**config.mk**
```make
export PLATFORM = sky130hd
export DESIGN_NAME = prbs31_burst_ctrl
export DESIGN_NICKNAME = d
export VERILOG_FILES = /design/src/rtl/prbs31_burst_ctrl.sv
export SDC_FILE = /design/constraint.sdc
export NUM_CORES = 1
export LEC_CHECK = 0
export CAP_MARGIN = 10
export CORE_ASPECT_RATIO = 1.4
export CORE_MARGIN = 1.5
export CORE_UTILIZATION = 45
export DETAILED_ROUTE_END_ITERATION = 10
export HOLD_SLACK_MARGIN = 0.05
export PLACE_DENSITY_LB_ADDON = 0.08
export SETUP_SLACK_MARGIN = 0.3
export SYNTH_ARGS = -nofsm -noshare
export SYNTH_HDL_FRONTEND = slang
export SYNTH_SLANG_ARGS = --single-unit
```
**constraint.sdc**
```tcl
create_clock -name clk -period 4 [get_ports clk]
set_input_delay 0.8 -clock clk [delete_from_list [all_inputs] [get_ports clk]]
set_output_delay 0.8 -clock clk [all_outputs]
set_load 0.01 [all_outputs]
```
**src/rtl/prbs31_burst_ctrl.sv**
```systemverilog
// PRBS31 (x^31 + x^28 + 1) burst generator with a self-synchronizing rx checker.
// Optional one-shot tx bit-error injection port when PRBS31_ERR_INJECT_EN is defined.
module prbs31_burst_ctrl #(
    parameter int          LEN_W    = 16,
    parameter int          ERR_W    = 16,
    parameter logic [30:0] SEED_DEF = 31'h7FFFFFFF
) (
    input  logic             clk,
    input  logic             rst,
    input  logic             start,
    input  logic             abort,
    input  logic [LEN_W-1:0] cfg_len,
    input  logic             seed_load,
    input  logic [30:0]      seed,
    output logic             tx_bit,
    output logic             tx_valid,
    output logic             busy,
    output logic             done,
    input  logic             rx_bit,
    input  logic             rx_valid,
    input  logic             chk_clr,
`ifdef PRBS31_ERR_INJECT_EN
    input  logic             err_inj,
`endif
    output logic             locked,
    output logic [ERR_W-1:0] err_cnt
);

    typedef enum logic [1:0] {S_IDLE, S_RUN, S_DONE} state_t;

    state_t             r_state;
    state_t             w_next_state;
    logic               w_emit;
    logic [LEN_W-1:0]   r_cnt;
    logic [30:0]        r_lfsr;
    logic [30:0]        w_seed_val;
    logic [30:0]        w_lfsr_src;
    logic               w_load;
    logic               w_n;
    logic               w_inj;
    logic               r_tx_bit;
    logic [30:0]        r_chk;
    logic [4:0]         r_lock_cnt;
    logic [ERR_W-1:0]   r_err_cnt;
    logic               w_pred;

    assign w_load     = (r_state == S_IDLE) && seed_load;
    assign w_seed_val = (seed == 31'd0) ? SEED_DEF : seed;
    // A seed loaded in the same cycle as start feeds the very first emitted bit.
    assign w_lfsr_src = w_load ? w_seed_val : r_lfsr;
    assign w_n        = w_lfsr_src[30] ^ w_lfsr_src[27];

    // NOTE: every variable driven here gets a default first, so no latch is inferred.
    always_comb begin
        w_next_state = r_state;
        w_emit       = 1'b0;
        case (r_state)
            S_IDLE: begin
                if (start && !abort) begin
                    w_next_state = S_RUN;
                    w_emit       = 1'b1;
                end
            end
            S_RUN: begin
                if (abort)
                    w_next_state = S_IDLE;
                else if (r_cnt == LEN_W'(1))
                    w_next_state = S_DONE;
                else
                    w_emit = 1'b1;
            end
            S_DONE:  w_next_state = S_IDLE;
            default: w_next_state = S_IDLE;
        endcase
    end

`ifdef PRBS31_ERR_INJECT_EN
    logic r_inj_arm;
    assign w_inj = r_inj_arm;

    // Pulses arriving while armed (including the cycle of use) are absorbed.
    always_ff @(posedge clk) begin
        if (rst || abort)
            r_inj_arm <= 1'b0;
        else if (r_inj_arm)
            r_inj_arm <= !w_emit;
        else
            r_inj_arm <= err_inj;
    end
`else
    assign w_inj = 1'b0;
`endif

    // NOTE: sequential state uses non-blocking assignments so all registers update together.
    always_ff @(posedge clk) begin
        if (rst) begin
            r_state  <= S_IDLE;
            r_cnt    <= '0;
            r_lfsr   <= SEED_DEF;
            r_tx_bit <= 1'b0;
        end else begin
            r_state <= w_next_state;
            // A count of zero means continuous; finite bursts leave RUN at a count of one.
            if (r_state == S_IDLE && start && !abort)
                r_cnt <= cfg_len;
            else if (r_state == S_RUN && r_cnt != '0)
                r_cnt <= r_cnt - LEN_W'(1);
            if (w_emit) begin
                r_lfsr   <= {w_lfsr_src[29:0], w_n};
                r_tx_bit <= w_n ^ w_inj;
            end else if (w_load) begin
                r_lfsr <= w_seed_val;
            end
        end
    end

    assign tx_bit   = r_tx_bit;
    assign tx_valid = (r_state == S_RUN);
    assign busy     = (r_state != S_IDLE);
    assign done     = (r_state == S_DONE);

    assign w_pred = r_chk[30] ^ r_chk[27];

    always_ff @(posedge clk) begin
        if (rst || chk_clr) begin
            r_chk      <= '0;
            r_lock_cnt <= '0;
            r_err_cnt  <= '0;
        end else if (rx_valid) begin
            r_chk <= {r_chk[29:0], rx_bit};
            if (r_lock_cnt != 5'd31)
                r_lock_cnt <= r_lock_cnt + 5'd1;
            if (locked && (rx_bit != w_pred) && (r_err_cnt != '1))
                r_err_cnt <= r_err_cnt + ERR_W'(1);
        end
    end

    assign locked  = (r_lock_cnt == 5'd31);
    assign err_cnt = r_err_cnt;

endmodule

```
==> flow_summary.yaml <==
drt:
  drtIter0Drc: 126
  vias_per_cell: 5.43
  wl_per_cell_um: 13.5
  detailroute.via_count: 3795
  ant_nets: 0
  drtPass1Iterations: 5
  remaining_drc_errors: 0
  routed_wirelength_mm: 9.47
pwr:
  peakVddDrop_uv: 219
  swShare: 0.263
  p_int_uw: 1630
  p_leak_uw: 0.00201
  p_comb_frac: 0.129
  power_frac_seq: 0.489
  p_clk_frac: 0.382
  power_density_mw_per_mm2: 389
  switching_power_uw: 584
timing:
  tightest_slew_ps: 1000
  fmax_mhz: 381
  rsz0062_at_grt: "no"
  hold_viol_final: 0
  tns_ps: 0
  skew_ps: 5.82
  report.final.setup_viol: 0
  fin_crit_sh: 0.656
  fin_crit_ps: 2620
  maxSlewHeadroom: 0.331
  drv_slew: 0
final_layout:
  area_growth_syn_to_layout_pct: 23.6
  fin_util: 0.573
  fin_nets: 619
  layout-drive-gt1-share: 0.0621
  antenna_cells: 0
worst_setup_path:
  required_ps: 3200
  cpLargestDelayFamily: "buffers and inverters"
  crit_start: "r_lock_cnt[0]$_SDFFE_PP0P_"
  critical_path_class: "reg -> out"
  path_max_fanout: 3
  critPathBufInv: 1
  reg2reg_depth: 7
  endpoint_kind: "output pin"
  reg2reg_from: "r_lock_cnt[0]$_SDFFE_PP0P_"
  cp-start-kind: "flop"
  critical-path-max-stage-delay_ps: 560
  crit_slowest_cell: "clkdlybuf4s50_1"
  cp.depth: 4
  crit_chain: "ha_1, and3_1, ha_1, clkdlybuf4s50_1"
  regToRegEndpoint: "err_cnt[10]$_SDFFE_PP0P_"
  crit_top_cell: "ha_1"
  endpoint: "locked"
  rrSetupSlack_ps: 1720
  arrival_ps: 1820
logic_synthesis:
  yosysWarnings: 0
  synthTopCellsByCount: "dfxtp_1, nor2_1, mux2i_1, o2bb2ai_1, a22oi_1"
  syn_area_mm2: 0.00461
  yosys.area.top_type: "dfxtp_1"
  synth.most_common_cell: "dfxtp_1"
  netlist-cell-type-count: 49
  synth_edf_count: 0
  synth_top_area_frac: 0.443
  async_flop_share: 0
  ys.flop_type: "dfxtp_1"
  syn_inst: 503
  ys_seq_area_frac: 0.443
  synthesis.nets: 563
  avgSynthCellArea_um2: 9.17
  synthTopCellsByArea: "dfxtp_1, nor2_1, mux2i_1"
  synth-seq-cells: 102
global_route:
  antenna_found_initial: 0
  overflow: 0
  track_usage: 0.180
  grt_max_degree: 34
  grt_pass1_vias: 3556
  grt_pass1_wl_mm: 15.4
job:
  drv_cap: 0
clocking:
  cts_sinks: 102
  ctsHoldBuffers: 0
  root_buffer: "clkbuf_16"
  clockBufferDepth: 2
  path_clk_slew_ps: 70
  clock_latency_ps: 350
  cts_made_buffers: 9
  htree_num_levels: 3
  post_cts_resized: 0
  post_cts_buffers: 0
  tritoncts: "built"
die:
  die_x_um: 88.6
  boundaryPins: 76
  floorplan.initialDensity: 0.464
  rows: 43
  die_h_um: 123
  core_mm2: 0.00995
  die_area_mm2: 0.0109
place:
  portBuffers: 75
  gp_congestion: 0.802
  place_hpwl_mm: 6.54
status:
  status: "finished clean"
hold_path:
  hold_path_class: "reg -> reg"
  min_from: "tx_bit$_SDFFE_PP0P_"
-- cell families (layout without fill, tap and decap cells) --
family / Yosys count / in the layout / share of synthesized area
mux: 33 / 33 / 0.0716
fa+ha+maj: 5 / 5 / 0.0136
buf+inv: 44 / 105 / 0.0428
flops: 102 / 102 / 0.443
xor+xnor: 33 / 33 / 0.0659
simple gates: 184 / 184 / 0.204
compound gates: 102 / 102 / 0.159
-- final cells by class --
class / count / area (um2)
multi-input combinational: 357 / 2370
sequential: 102 / 2040
tap: 135 / 169
inverter: 6 / 22.5
fill: 935 / 4250
clock buffer: 9 / 225
clock inverter: 7 / 62.6
timing repair buffer: 83 / 806
-- per-stage QoR --
stage	setup WS, ps	cell area, um2	total power [uW]	hold slack, ps	cells
4_1_cts	1350	5700	2250	481	699
3_3_place_gp	1200	5410	1390	466	683
5_1_grt	1280	5700	2310	500	699
2_1_floorplan	1740	4610	1300	460	503
3_5_place_dp	1180	5410	1400	459	683
6_report	1380	5700	2220	477	699
-- registers in the layout, indices dropped and copies added (netlist names) --
name and count:
r_chk 31, r_state 2, err_cnt 16, tx_bit 1, r_lock_cnt 5, r_cnt 16, r_lfsr 31
-- power groups by stage --
stage               combinational (uW)  clock [uW]  sequential (uW)
floorplan                          197           0             1100
global placement                   285           0             1110
detailed placement                 289           0             1110
CTS                                289         872             1080
global route                       319         906             1090
finish                             287         847             1080
-- worst register-to-register path: cells and delay by family, from the launching register on --
| family | cells | cell delay (ps) |
|---|---|---|
| and+or+nand+nor | 3 | 1060 |
| adders and majority gates | 2 | 390 |
| AOI/OAI and AO/OA | 2 | 360 |
| DFF | 1 | 370 |
-- per-layer routing --
metal  GRT usage  vias up  part of all wire
met5           0        -                 0
met4      0.0859        0             0.017
met3      0.0296       12             0.035
met2       0.311       82              0.50
met1       0.215     1773              0.44
li1            -     1928                 -
-- cell usage in the layout, fill, tap and decap left out, types with 4 or more instances in the layout --
master and n:
dfxtp_1 102, nor2_1 92, clkdlybuf4s50_1 74, mux2i_1 33, o2bb2ai_1 31, a22oi_1 30, xnor2_1 25, nand2_1 18
nor4_1 18, a21oi_1 15, o21ai_0 13, nor3_1 11, clkbuf_16 9, nand3_1 8, buf_4 8, xor2_1 7
inv_1 6, and4_1 5, ha_1 5, nand4_1 4
-- how the worst min path moves through the flow --
stage,to,slack (ps),depth (start not counted)
after global placement,tx_bit$_SDFFE_PP0P_,470,2
after detailed placement,tx_bit$_SDFFE_PP0P_,460,2
after global routing,tx_bit$_SDFFE_PP0P_,500,2
final,tx_bit$_SDFFE_PP0P_,480,2
after floorplan,r_chk[0]$_SDFFE_PP0P_,460,2
after CTS,tx_bit$_SDFFE_PP0P_,480,2
Power figures use the tool's default switching activity.
